<file path="src/rtl/ysyx_22040386_lsu_if.sv">
// Signal bundle between the MEM stage, the load/store unit, the data bus and the CLINT port.
// The slave modport is the LSU's view; the master modport is the surrounding system's view.
`timescale 1ns/1ps
interface ysyx_22040386_lsu_if #(
  parameter int XLEN = 64
);
  logic              i_LSU_valid;
  logic              o_LSU_ready;
  logic              i_LSU_we;
  logic [2:0]        i_LSU_funct3;
  logic [63:0]       i_LSU_addr;
  logic [XLEN-1:0]   i_LSU_wdata;
  logic              o_LSU_done;
  logic [XLEN-1:0]   o_LSU_rdata;
  logic              o_LSU_misalign;
  logic              o_LSU_bus_req;
  logic              o_LSU_bus_we;
  logic [63:0]       o_LSU_bus_addr;
  logic [XLEN-1:0]   o_LSU_bus_wdata;
  logic [XLEN/8-1:0] o_LSU_bus_wmask;
  logic              i_LSU_bus_ack;
  logic [XLEN-1:0]   i_LSU_bus_rdata;
  logic              o_LSU_clint_ren;
  logic              o_LSU_clint_wen;
  logic [63:0]       o_LSU_clint_addr;
  logic [XLEN-1:0]   o_LSU_clint_wdata;
  logic [XLEN-1:0]   i_LSU_clint_rdata;

  modport slave (
    input  i_LSU_valid, i_LSU_we, i_LSU_funct3, i_LSU_addr, i_LSU_wdata,
    input  i_LSU_bus_ack, i_LSU_bus_rdata, i_LSU_clint_rdata,
    output o_LSU_ready, o_LSU_done, o_LSU_rdata, o_LSU_misalign,
    output o_LSU_bus_req, o_LSU_bus_we, o_LSU_bus_addr, o_LSU_bus_wdata, o_LSU_bus_wmask,
    output o_LSU_clint_ren, o_LSU_clint_wen, o_LSU_clint_addr, o_LSU_clint_wdata
  );

  modport master (
    output i_LSU_valid, i_LSU_we, i_LSU_funct3, i_LSU_addr, i_LSU_wdata,
    output i_LSU_bus_ack, i_LSU_bus_rdata, i_LSU_clint_rdata,
    input  o_LSU_ready, o_LSU_done, o_LSU_rdata, o_LSU_misalign,
    input  o_LSU_bus_req, o_LSU_bus_we, o_LSU_bus_addr, o_LSU_bus_wdata, o_LSU_bus_wmask,
    input  o_LSU_clint_ren, o_LSU_clint_wen, o_LSU_clint_addr, o_LSU_clint_wdata
  );
endinterface

</file>
<file path="src/rtl/ysyx_22040386_lsu.sv">
// Multi-cycle load/store unit: one operation at a time, routed to the data bus or the CLINT,
// with alignment checking, byte-lane placement of stores and extension of load results.
`timescale 1ns/1ps
module ysyx_22040386_lsu #(
  parameter int          XLEN       = 64,
  parameter logic [63:0] CLINT_BASE = 64'h200_0000,
  parameter logic [63:0] CLINT_SIZE = 64'h1_0000
) (
  input logic                  i_LSU_clk,
  input logic                  i_LSU_rst,
  ysyx_22040386_lsu_if.slave   lsu
);
  localparam int NB   = XLEN / 8;
  localparam int OFFW = $clog2(NB);

  typedef enum logic [1:0] {IDLE, BUS, CLINT, RESP} state_t;

  function automatic logic [NB-1:0] lane_mask(input logic [1:0] sz, input logic [OFFW-1:0] o);
    logic [7:0] base;
    case (sz)
      2'd0:    base = 8'h01;
      2'd1:    base = 8'h03;
      2'd2:    base = 8'h0F;
      default: base = 8'hFF;
    endcase
    return NB'(base) << o;
  endfunction

  // Extension is done in a 64-bit scratch value so the same code serves XLEN=32 and 64.
  function automatic logic [XLEN-1:0] load_ext(input logic [XLEN-1:0] raw, input logic [2:0] f3);
    logic [63:0] r;
    logic [63:0] v;
    r = 64'(raw);
    case (f3[1:0])
      2'd0:    v = f3[2] ? {56'b0, r[7:0]}  : {{56{r[7]}},  r[7:0]};
      2'd1:    v = f3[2] ? {48'b0, r[15:0]} : {{48{r[15]}}, r[15:0]};
      2'd2:    v = f3[2] ? {32'b0, r[31:0]} : {{32{r[31]}}, r[31:0]};
      default: v = r;
    endcase
    return v[XLEN-1:0];
  endfunction

  state_t            state_q, state_d;
  logic              we_q, we_d;
  logic [2:0]        funct3_q, funct3_d;
  logic [OFFW-1:0]   off_q, off_d;
  logic              done_q, done_d;
  logic              misalign_q, misalign_d;
  logic [XLEN-1:0]   rdata_q, rdata_d;
  logic              bus_req_q, bus_req_d;
  logic              bus_we_q, bus_we_d;
  logic [63:0]       bus_addr_q, bus_addr_d;
  logic [XLEN-1:0]   bus_wdata_q, bus_wdata_d;
  logic [NB-1:0]     bus_wmask_q, bus_wmask_d;
  logic              clint_ren_q, clint_ren_d;
  logic              clint_wen_q, clint_wen_d;
  logic [63:0]       clint_addr_q, clint_addr_d;
  logic [XLEN-1:0]   clint_wdata_q, clint_wdata_d;

  logic [1:0]        size;
  logic [OFFW-1:0]   off;
  logic              illegal, misaligned, in_clint;

  assign size = lsu.i_LSU_funct3[1:0];
  assign off  = lsu.i_LSU_addr[OFFW-1:0];

  always_comb begin
    illegal = (lsu.i_LSU_funct3 == 3'b111) || ((XLEN == 32) && (size == 2'b11));
    case (size)
      2'd0:    misaligned = 1'b0;
      2'd1:    misaligned = lsu.i_LSU_addr[0];
      2'd2:    misaligned = |lsu.i_LSU_addr[1:0];
      default: misaligned = |lsu.i_LSU_addr[2:0];
    endcase
    in_clint = (lsu.i_LSU_addr >= CLINT_BASE) && (lsu.i_LSU_addr < CLINT_BASE + CLINT_SIZE);
  end

  always_comb begin
    state_d       = state_q;
    we_d          = we_q;
    funct3_d      = funct3_q;
    off_d         = off_q;
    done_d        = done_q;
    misalign_d    = misalign_q;
    rdata_d       = rdata_q;
    bus_req_d     = bus_req_q;
    bus_we_d      = bus_we_q;
    bus_addr_d    = bus_addr_q;
    bus_wdata_d   = bus_wdata_q;
    bus_wmask_d   = bus_wmask_q;
    clint_ren_d   = clint_ren_q;
    clint_wen_d   = clint_wen_q;
    clint_addr_d  = clint_addr_q;
    clint_wdata_d = clint_wdata_q;
    case (state_q)
      IDLE: begin
        if (lsu.i_LSU_valid) begin
          we_d     = lsu.i_LSU_we;
          funct3_d = lsu.i_LSU_funct3;
          off_d    = off;
          if (illegal || misaligned) begin
            state_d    = RESP;
            done_d     = 1'b1;
            misalign_d = 1'b1;
          end else if (in_clint) begin
            state_d       = CLINT;
            clint_ren_d   = ~lsu.i_LSU_we;
            clint_wen_d   = lsu.i_LSU_we;
            clint_addr_d  = lsu.i_LSU_addr;
            clint_wdata_d = lsu.i_LSU_wdata;
          end else begin
            state_d     = BUS;
            bus_req_d   = 1'b1;
            bus_we_d    = lsu.i_LSU_we;
            bus_addr_d  = {lsu.i_LSU_addr[63:OFFW], {OFFW{1'b0}}};
            bus_wdata_d = lsu.i_LSU_wdata << {off, 3'b000};
            bus_wmask_d = lane_mask(size, off);
          end
        end
      end
      BUS: begin
        if (lsu.i_LSU_bus_ack) begin
          state_d   = RESP;
          bus_req_d = 1'b0;
          done_d    = 1'b1;
          if (!we_q) rdata_d = load_ext(lsu.i_LSU_bus_rdata >> {off_q, 3'b000}, funct3_q);
        end
      end
      CLINT: begin
        // The CLINT answers combinationally on the registered address, so one strobe cycle suffices.
        state_d     = RESP;
        clint_ren_d = 1'b0;
        clint_wen_d = 1'b0;
        done_d      = 1'b1;
        if (!we_q) rdata_d = load_ext(lsu.i_LSU_clint_rdata, funct3_q);
      end
      default: begin
        state_d    = IDLE;
        done_d     = 1'b0;
        misalign_d = 1'b0;
      end
    endcase
  end

  always_ff @(posedge i_LSU_clk) begin
    if (i_LSU_rst) begin
      state_q       <= IDLE;
      done_q        <= 1'b0;
      misalign_q    <= 1'b0;
      rdata_q       <= '0;
      bus_req_q     <= 1'b0;
      bus_we_q      <= 1'b0;
      bus_addr_q    <= '0;
      bus_wdata_q   <= '0;
      bus_wmask_q   <= '0;
      clint_ren_q   <= 1'b0;
      clint_wen_q   <= 1'b0;
      clint_addr_q  <= '0;
      clint_wdata_q <= '0;
    end else begin
      state_q       <= state_d;
      done_q        <= done_d;
      misalign_q    <= misalign_d;
      rdata_q       <= rdata_d;
      bus_req_q     <= bus_req_d;
      bus_we_q      <= bus_we_d;
      bus_addr_q    <= bus_addr_d;
      bus_wdata_q   <= bus_wdata_d;
      bus_wmask_q   <= bus_wmask_d;
      clint_ren_q   <= clint_ren_d;
      clint_wen_q   <= clint_wen_d;
      clint_addr_q  <= clint_addr_d;
      clint_wdata_q <= clint_wdata_d;
    end
    we_q     <= we_d;
    funct3_q <= funct3_d;
    off_q    <= off_d;
  end

  assign lsu.o_LSU_ready       = (state_q == IDLE);
  assign lsu.o_LSU_done        = done_q;
  assign lsu.o_LSU_misalign    = misalign_q;
  assign lsu.o_LSU_rdata       = rdata_q;
  assign lsu.o_LSU_bus_req     = bus_req_q;
  assign lsu.o_LSU_bus_we      = bus_we_q;
  assign lsu.o_LSU_bus_addr    = bus_addr_q;
  assign lsu.o_LSU_bus_wdata   = bus_wdata_q;
  assign lsu.o_LSU_bus_wmask   = bus_wmask_q;
  assign lsu.o_LSU_clint_ren   = clint_ren_q;
  assign lsu.o_LSU_clint_wen   = clint_wen_q;
  assign lsu.o_LSU_clint_addr  = clint_addr_q;
  assign lsu.o_LSU_clint_wdata = clint_wdata_q;
endmodule

</file>
<file path="src/flat_wrapper.sv">
// flat-port wrapper written by rule: the top's interface ports become plain ports
module ysyx_22040386_lsu_flat 
#(
  parameter int          XLEN       = 64,
  parameter logic [63:0] CLINT_BASE = 64'h200_0000,
  parameter logic [63:0] CLINT_SIZE = 64'h1_0000
)
  (i_LSU_clk, i_LSU_rst, lsu_i_LSU_valid, lsu_i_LSU_we, lsu_i_LSU_funct3, lsu_i_LSU_addr, lsu_i_LSU_wdata, lsu_i_LSU_bus_ack, lsu_i_LSU_bus_rdata, lsu_i_LSU_clint_rdata, lsu_o_LSU_ready, lsu_o_LSU_done, lsu_o_LSU_rdata, lsu_o_LSU_misalign, lsu_o_LSU_bus_req, lsu_o_LSU_bus_we, lsu_o_LSU_bus_addr, lsu_o_LSU_bus_wdata, lsu_o_LSU_bus_wmask, lsu_o_LSU_clint_ren, lsu_o_LSU_clint_wen, lsu_o_LSU_clint_addr, lsu_o_LSU_clint_wdata);
  ysyx_22040386_lsu_if #(.XLEN(XLEN)) lsu_i ();
  input logic i_LSU_clk;
  input logic i_LSU_rst;
  input wire logic [$bits(lsu_i.i_LSU_valid)-1:0] lsu_i_LSU_valid;
  input wire logic [$bits(lsu_i.i_LSU_we)-1:0] lsu_i_LSU_we;
  input wire logic [$bits(lsu_i.i_LSU_funct3)-1:0] lsu_i_LSU_funct3;
  input wire logic [$bits(lsu_i.i_LSU_addr)-1:0] lsu_i_LSU_addr;
  input wire logic [$bits(lsu_i.i_LSU_wdata)-1:0] lsu_i_LSU_wdata;
  input wire logic [$bits(lsu_i.i_LSU_bus_ack)-1:0] lsu_i_LSU_bus_ack;
  input wire logic [$bits(lsu_i.i_LSU_bus_rdata)-1:0] lsu_i_LSU_bus_rdata;
  input wire logic [$bits(lsu_i.i_LSU_clint_rdata)-1:0] lsu_i_LSU_clint_rdata;
  output wire logic [$bits(lsu_i.o_LSU_ready)-1:0] lsu_o_LSU_ready;
  output wire logic [$bits(lsu_i.o_LSU_done)-1:0] lsu_o_LSU_done;
  output wire logic [$bits(lsu_i.o_LSU_rdata)-1:0] lsu_o_LSU_rdata;
  output wire logic [$bits(lsu_i.o_LSU_misalign)-1:0] lsu_o_LSU_misalign;
  output wire logic [$bits(lsu_i.o_LSU_bus_req)-1:0] lsu_o_LSU_bus_req;
  output wire logic [$bits(lsu_i.o_LSU_bus_we)-1:0] lsu_o_LSU_bus_we;
  output wire logic [$bits(lsu_i.o_LSU_bus_addr)-1:0] lsu_o_LSU_bus_addr;
  output wire logic [$bits(lsu_i.o_LSU_bus_wdata)-1:0] lsu_o_LSU_bus_wdata;
  output wire logic [$bits(lsu_i.o_LSU_bus_wmask)-1:0] lsu_o_LSU_bus_wmask;
  output wire logic [$bits(lsu_i.o_LSU_clint_ren)-1:0] lsu_o_LSU_clint_ren;
  output wire logic [$bits(lsu_i.o_LSU_clint_wen)-1:0] lsu_o_LSU_clint_wen;
  output wire logic [$bits(lsu_i.o_LSU_clint_addr)-1:0] lsu_o_LSU_clint_addr;
  output wire logic [$bits(lsu_i.o_LSU_clint_wdata)-1:0] lsu_o_LSU_clint_wdata;
  assign lsu_i.i_LSU_valid = lsu_i_LSU_valid;
  assign lsu_i.i_LSU_we = lsu_i_LSU_we;
  assign lsu_i.i_LSU_funct3 = lsu_i_LSU_funct3;
  assign lsu_i.i_LSU_addr = lsu_i_LSU_addr;
  assign lsu_i.i_LSU_wdata = lsu_i_LSU_wdata;
  assign lsu_i.i_LSU_bus_ack = lsu_i_LSU_bus_ack;
  assign lsu_i.i_LSU_bus_rdata = lsu_i_LSU_bus_rdata;
  assign lsu_i.i_LSU_clint_rdata = lsu_i_LSU_clint_rdata;
  assign lsu_o_LSU_ready = lsu_i.o_LSU_ready;
  assign lsu_o_LSU_done = lsu_i.o_LSU_done;
  assign lsu_o_LSU_rdata = lsu_i.o_LSU_rdata;
  assign lsu_o_LSU_misalign = lsu_i.o_LSU_misalign;
  assign lsu_o_LSU_bus_req = lsu_i.o_LSU_bus_req;
  assign lsu_o_LSU_bus_we = lsu_i.o_LSU_bus_we;
  assign lsu_o_LSU_bus_addr = lsu_i.o_LSU_bus_addr;
  assign lsu_o_LSU_bus_wdata = lsu_i.o_LSU_bus_wdata;
  assign lsu_o_LSU_bus_wmask = lsu_i.o_LSU_bus_wmask;
  assign lsu_o_LSU_clint_ren = lsu_i.o_LSU_clint_ren;
  assign lsu_o_LSU_clint_wen = lsu_i.o_LSU_clint_wen;
  assign lsu_o_LSU_clint_addr = lsu_i.o_LSU_clint_addr;
  assign lsu_o_LSU_clint_wdata = lsu_i.o_LSU_clint_wdata;
  ysyx_22040386_lsu #(.XLEN(XLEN), .CLINT_BASE(CLINT_BASE), .CLINT_SIZE(CLINT_SIZE)) u_core (.i_LSU_clk(i_LSU_clk), .i_LSU_rst(i_LSU_rst), .lsu(lsu_i));
endmodule
</file>
<file path="config.mk">
export PLATFORM = sky130hd
export DESIGN_NAME = ysyx_22040386_lsu_flat
export DESIGN_NICKNAME = d
export VERILOG_FILES = /design/src/rtl/ysyx_22040386_lsu_if.sv /design/src/rtl/ysyx_22040386_lsu.sv /design/src/flat_wrapper.sv
export SDC_FILE = /design/constraint.sdc
export NUM_CORES = 1
export LEC_CHECK = 0
export BUFFER_PORTS_ARGS = -buffer_cell sky130_fd_sc_hd__buf_2
export CELL_PAD_IN_SITES_DETAIL_PLACEMENT = 1
export CELL_PAD_IN_SITES_GLOBAL_PLACEMENT = 1
export CORE_AREA = 2 2 235 237
export DETAILED_ROUTE_END_ITERATION = 6
export DIE_AREA = 0 0 237 239
export GPL_TIMING_DRIVEN = 0
export PLACE_DENSITY_LB_ADDON = 0.25
export SKIP_CTS_REPAIR_TIMING = 1
export SLEW_MARGIN = 20
export SYNTH_ARGS = -nofsm -noshare
export SYNTH_HDL_FRONTEND = slang
export SYNTH_SLANG_ARGS = --single-unit
</file>
<file path="constraint.sdc">
create_clock -name i_LSU_clk -period 2.3 [get_ports i_LSU_clk]
set_clock_uncertainty 0.1 [all_clocks]
set_input_delay 0.23 -clock i_LSU_clk [delete_from_list [all_inputs] [get_ports i_LSU_clk]]
set_output_delay 0.23 -clock i_LSU_clk [all_outputs]
set_load 0.005 [all_outputs]
</file>
**Word level (Yosys, flattened, before mapping)**

Index checks and enable logic that the tools add are counted.

- Order comparisons: 2
- Equality and inequality tests: 15
- Bitwise gates (word level): 4
- Mux-type cells: 41
- Shifts and indexed selects: 3
- Reductions and logical operators: 20

Operator list:

| kind | number |
|---|---|
| 64-bit 2-to-1 mux | 9 |
| 64-bit case mux with 3 select lines | 2 |
| 64-bit case mux with 2 select lines | 1 |
| 64-bit by 26-bit >= comparator with 1-bit output (second input constant) | 1 |
| 64-bit by 26-bit less-than comparator with 1-bit output (second input constant) | 1 |
| 64-bit by 6-bit left shift with 64-bit output | 1 |
| 64-bit by 6-bit right shift with 64-bit output | 1 |
| 8-bit 2-to-1 mux | 4 |
| 8-bit case mux with 3 select lines | 1 |
| 4-bit AND reduction | 4 |
| 1-bit 2-to-1 mux | 13 |
| 2-bit != test (second input constant) | 6 |
| 2-bit 2-to-1 mux | 4 |
| 1-bit case mux with 2 select lines | 4 |
| 8-bit by 3-bit left shift with 8-bit output | 1 |
| 2-bit by 1-bit equality test with 1-bit output (second input constant) | 3 |
| 2-bit equality test (second input constant) | 3 |
| 2-bit logical NOT | 3 |
| 1-bit case mux with 3 select lines | 2 |
| 2-bit case mux with 3 select lines | 1 |
| 3-bit AND reduction | 2 |
| 2-bit nonzero test | 3 |
| 5-bit AND reduction | 1 |
| 2-bit by 1-bit != test with 1-bit output (second input constant) | 2 |
| 7 further kinds | 12 |

- Bits in registers: 340
- Word-level logic and storage cells: 101
- Output and inout port bits: 335

**Logic depth before layout (Yosys ltp)**

- Depth after elaboration: 7
- Depth in mapped cells: 9
- Gate-level depth less buffers: 7

**Worst setup path before layout**

Ideal clock, no wire load.

- Path type: flip-flop to flip-flop
- Start point: register u_core.off_q[1]
- End point: register u_core.rdata_q[58] (netlist: u_core.lsu.o_LSU_rdata[58])
- Buffers on the path: 3
- Slack: 75 ps
- Arrival: 2021 ps
- Stages on the path, launching flop included: 7
- Cells stage by stage: edfxtp_1 -> buf_6 -> buf_6 -> buf_6 -> nor4_1 -> nand2_1 -> a2111oi_2

- Cells in the longest elaborated chain, start to end: 6
- Elaborated cells on any way between the ends: 8
- Those cells by class: shift (1); mux (7)

RTL lines:

| what | line | source |
|---|---|---|
| from (decl) | ysyx_22040386_lsu.sv:46 | `logic [OFFW-1:0] off_q, off_d;` |
| from (signal assigned) | ysyx_22040386_lsu.sv:177 | `off_q <= off_d;` |
| 64-bit by 6-bit right shift with 64-bit output * | ysyx_22040386_lsu.sv:126 | `if (!we_q) rdata_d = load_ext(lsu.i_LSU_bus_rdata >> {off_q, 3'b000}, funct3_q);` |
| 64-bit 2-to-1 mux, on equally long branches | ysyx_22040386_lsu.sv:37, ysyx_22040386_lsu.sv:35, ysyx_22040386_lsu.sv:36 |  |
| 64-bit case mux with 3 select lines * | ysyx_22040386_lsu.sv:34 | `case (f3[1:0])` |
| 64-bit 2-to-1 mux * | ysyx_22040386_lsu.sv:126 |  |
| 64-bit 2-to-1 mux * | ysyx_22040386_lsu.sv:122 | `if (lsu.i_LSU_bus_ack) begin` |
| 64-bit case mux with 2 select lines * | ysyx_22040386_lsu.sv:95 | `case (state_q)` |
| to (signal assigned) | ysyx_22040386_lsu.sv:164 | `rdata_q <= rdata_d;` |
| to (decl) | ysyx_22040386_lsu.sv:49 | `logic [XLEN-1:0] rdata_q, rdata_d;` |

Every way passes the cells marked *; elsewhere a longest branch is shown, timed or not. The select of a mux whose other input is x is not followed.
A chain may end at the register's enable or synchronous reset.

**Worst setup path after layout**

- Start point: register u_core.off_q[1]
- End point: register u_core.rdata_q[49] (netlist: u_core.lsu.o_LSU_rdata[49])

Same word-level chain as after synthesis.

==> out/summary.txt <==
Core ar. = 0.0543 sq mm
Power Total = 23600 uW
GRT Total Usage = 29.9%
DRT Pass-1 Iters = 6
Die Area = 0.0566 sq mm
largest net degree at the start of global routing = 14
Setup crit end kind = flip-flop
post-route DRC violation count = 0
final hold viol count = 2
Initial Util = 30.7%
vias = 19800
Critical Path AT = 2820 ps
outcome = finished with violations
share of cells above drive strength 1 = 35.9%
sum of negative setup slack = -4710 ps
peak supply drop = 0.507 mV
CP max FO = 7
slew margin rel. = 20.5%
Detail Route Antenna Nets = 0
synthesized area = 0.0167 sq mm
slowest stage cell, crit path = edfxtp_1
FP Rows = 86
routed vias/inst = 5.68
initial DRC count = 1481
max cap viols = 0
Yosys reg bits = 340
Area Growth Syn to Fin = 50.5%
Unique masters post-synth = 62
worst hold slack = -14.8 ps
yosys warns = 0
Tmin final = 2450 ps
DR WL/cell = 26.9 um
Avg Cell Area, Syn = 8.83 sq um
initial antenna violation count = 11
CP Data Required Time = 2670 ps
share of synthesized flip-flops with an asynchronous set or reset = 0%
Port Buffers = 595
grt ovf = 0
# H-tree levels = 2
Top-Level Pins = 599
Clk Latency, worst-skew pair = 570 ps
Cell Chain, Critical Path = buf_6, mux2i_4, a22o_1, o41ai_4, a2111oi_4, buf_12, buf_12, a2111oi_4
final setup vio count = 51
pwr/cell area = 939 mW/mm^2
Mapped Cells = 1889
Final Max Tran Viols = 0
routed wire length = 93.4 mm
sequential area share after synthesis = 41.2%
clock tree from TritonCTS = built
Leakage Power = 0.0104 uW
worst hold-check path type = in2reg
clock root buffer = clkbuf_16
die height = 239 um
NumNets Final = 3006
DIE WIDTH = 237 um
number of buffers created by CTS = 41
violated checks = negative hold slack, negative setup slack
DP HPWL = 69.9 mm
element type at the critical path start = flip-flop
CTS Buffer Depth = 3
number of global-route vias before repair = 18900
Setup WS post-layout = -149 ps
CP Class = reg2reg
Placer Congestion = 0.969
Critical Path Max Stage Delay = 460 ps
fmax = 408 MHz
# clock sinks = 340
period utilisation layout = 106%
top_reg_cell synth = dfxtp_1
first-pass GRT wire length = 127 mm
worst slew pin tran = 1190 ps
Clock Pin Slew Worst Setup and Hold Paths = 70 ps
RSZ-0062 raised after global routing = yes
Post-synth EDFFs = 7
metal layers:
layer	global-route usage, %	vias to the layer above	wire [um]
met4	13.1	10	4900
met5	0	-	70
li1	-	8733	-
met2	51.3	980	45400
met3	7.26	289	7150
met1	35.6	9747	35800
placed cells by master (no fill, tap or decap), types with 10 or more instances in the layout:
master,netlist,routed
nor2_1,78,73
a211oi_1,18,16
nand4_1,20,20
nor3_1,41,35
dlygate4sd3_1,0,185
nand2_1,84,84
buf_4,8,32
clkbuf_16,0,43
clkbuf_4,0,13
buf_2,30,629
mux2i_2,0,10
a22o_1,16,16
a2111oi_2,30,13
a21oi_1,282,281
buf_6,10,14
mux2i_1,77,61
or4_1,18,18
mux2_2,28,27
clkbuf_2,0,43
o21ai_0,209,176
nor2b_1,20,20
clkbuf_1,147,89
nand3_1,152,151
o21ai_1,2,26
a2111oi_4,1,25
dfxtp_1,333,331
nand3b_1,11,11
nand2b_1,13,13
mux4_2,44,44
and2_1,51,50
cell families (layout without fill, tap and decap cells):
kind of cell | count (synthesis) | after routing | synth area share (%)
mux | 149 | 149 | 12.5
flops | 340 | 340 | 41.2
fa+ha+maj | 4 | 4 | 0.300
simple gates | 518 | 518 | 15.9
buf+inv | 221 | 1097 | 5.83
other cells | 1 | 9 | 0.0225
compound gates | 656 | 656 | 24.2
state kept, by name, summed over array words and instances, names as in the netlist, 2 cells and up:
register                      count
u_core.state_q                    2
u_core.funct3_q                   3
u_core.lsu.o_LSU_clint_wdata     64
u_core.lsu.o_LSU_bus_wmask        8
u_core.lsu.o_LSU_bus_addr        61
u_core.lsu.o_LSU_bus_wdata       64
u_core.lsu.o_LSU_clint_addr      64
u_core.off_q                      3
u_core.lsu.o_LSU_rdata           64
where the power goes:
part / total [uW] / switching (uW) / internal [uW] / leakage [uW]
clock: 6710 / 2820 / 3890 / 0.000672
sequential: 7140 / 480 / 6660 / 0.00277
combinational: 9720 / 5630 / 4090 / 0.00696
total: 23600 / 8930 / 14600 / 0.0104
final cells by class:
| type | count | area, sq um |
|---|---|---|
| Fill cell | 6427 | 29200 |
| Multi-Input combinational cell | 1330 | 9650 |
| Sequential cell | 340 | 6880 |
| Timing Repair Buffer | 807 | 5090 |
| Buffer | 208 | 1180 |
| Clock buffer | 58 | 1160 |
| Tap cell | 704 | 881 |
| Clock inverter | 14 | 206 |
| Inverter | 10 | 41.3 |
| Antenna cell | 6 | 15.0 |
worst paths after layout:
check | from | end | slack, ps | depth (start not counted)
min reg2reg | u_core.lsu.o_LSU_clint_addr[36] | u_core.lsu.o_LSU_clint_addr[36] | 350 | 1
max reg2reg | u_core.off_q[1] | u_core.lsu.o_LSU_rdata[49] | -150 | 8
min | lsu_i_LSU_clint_rdata[57] | u_core.lsu.o_LSU_rdata[57] | -10 | 3
max | u_core.off_q[1] | u_core.lsu.o_LSU_rdata[49] | -150 | 8
worst max-delay path: cells and delay by family (launching register included):
family          cells  cell delay, ps
compound gates      4            1090
buf+inv             3             500
flops               1             460
mux                 1             190
cells in the mapped netlist, types with 3 or more instances:
cell	instances	area, sq um
o211ai_1	7	52.6
o21a_1	4	30.0
a311oi_1	9	78.8
buf_2	30	150
mux2i_1	77	771
nand3_1	152	761
a211o_1	6	52.6
mux4_2	44	991
a2111oi_2	30	450
o21ai_0	209	1050
nand2_1	84	315
and2_1	51	319
a2111oi_0	10	87.6
nand2b_1	13	81.3
or3_1	9	56.3
nor2b_1	20	125
mux2_2	28	315
o32ai_1	6	52.6
a22o_1	16	140
o31ai_1	11	82.6
dfxtp_1	333	6670
a21oi_1	282	1410
edfxtp_1	7	210
clkbuf_1	147	552
buf_1	16	60.1
or4_1	18	135
ha_1	4	50.1
a32o_1	6	60.1
a21o_1	3	22.5
nand3b_1	11	82.6
nor4_1	11	68.8
nor2_1	78	293
nand4_1	20	125
o22ai_1	9	56.3
a211oi_1	18	135
buf_4	8	60.1
buf_6	10	113
inv_1	9	33.8
nor3_1	41	205
a22oi_1	10	75.1
o2bb2ai_1	7	61.3
stage by stage:
| step | cells | area [sq um] | worst slack [ps] | util (%) | hold slack [ps] |
|---|---|---|---|---|---|
| 2_1_floorplan | 1891 | 16700 | 75.4 | - | 229 |
| 3_3_place_gp | 3190 | 20500 | -1150 | 37.8 | 327 |
| 3_5_place_dp | 3191 | 20600 | -1240 | 37.8 | 328 |
| 4_1_cts | 3263 | 21900 | -1180 | 40.3 | -278 |
| 5_1_grt | 3476 | 25100 | -239 | 46.2 | -19.0 |
| 6_report | 3477 | 25100 | -149 | 46.2 | -14.8 |
Note: power is estimated with default switching activity, not from simulation.
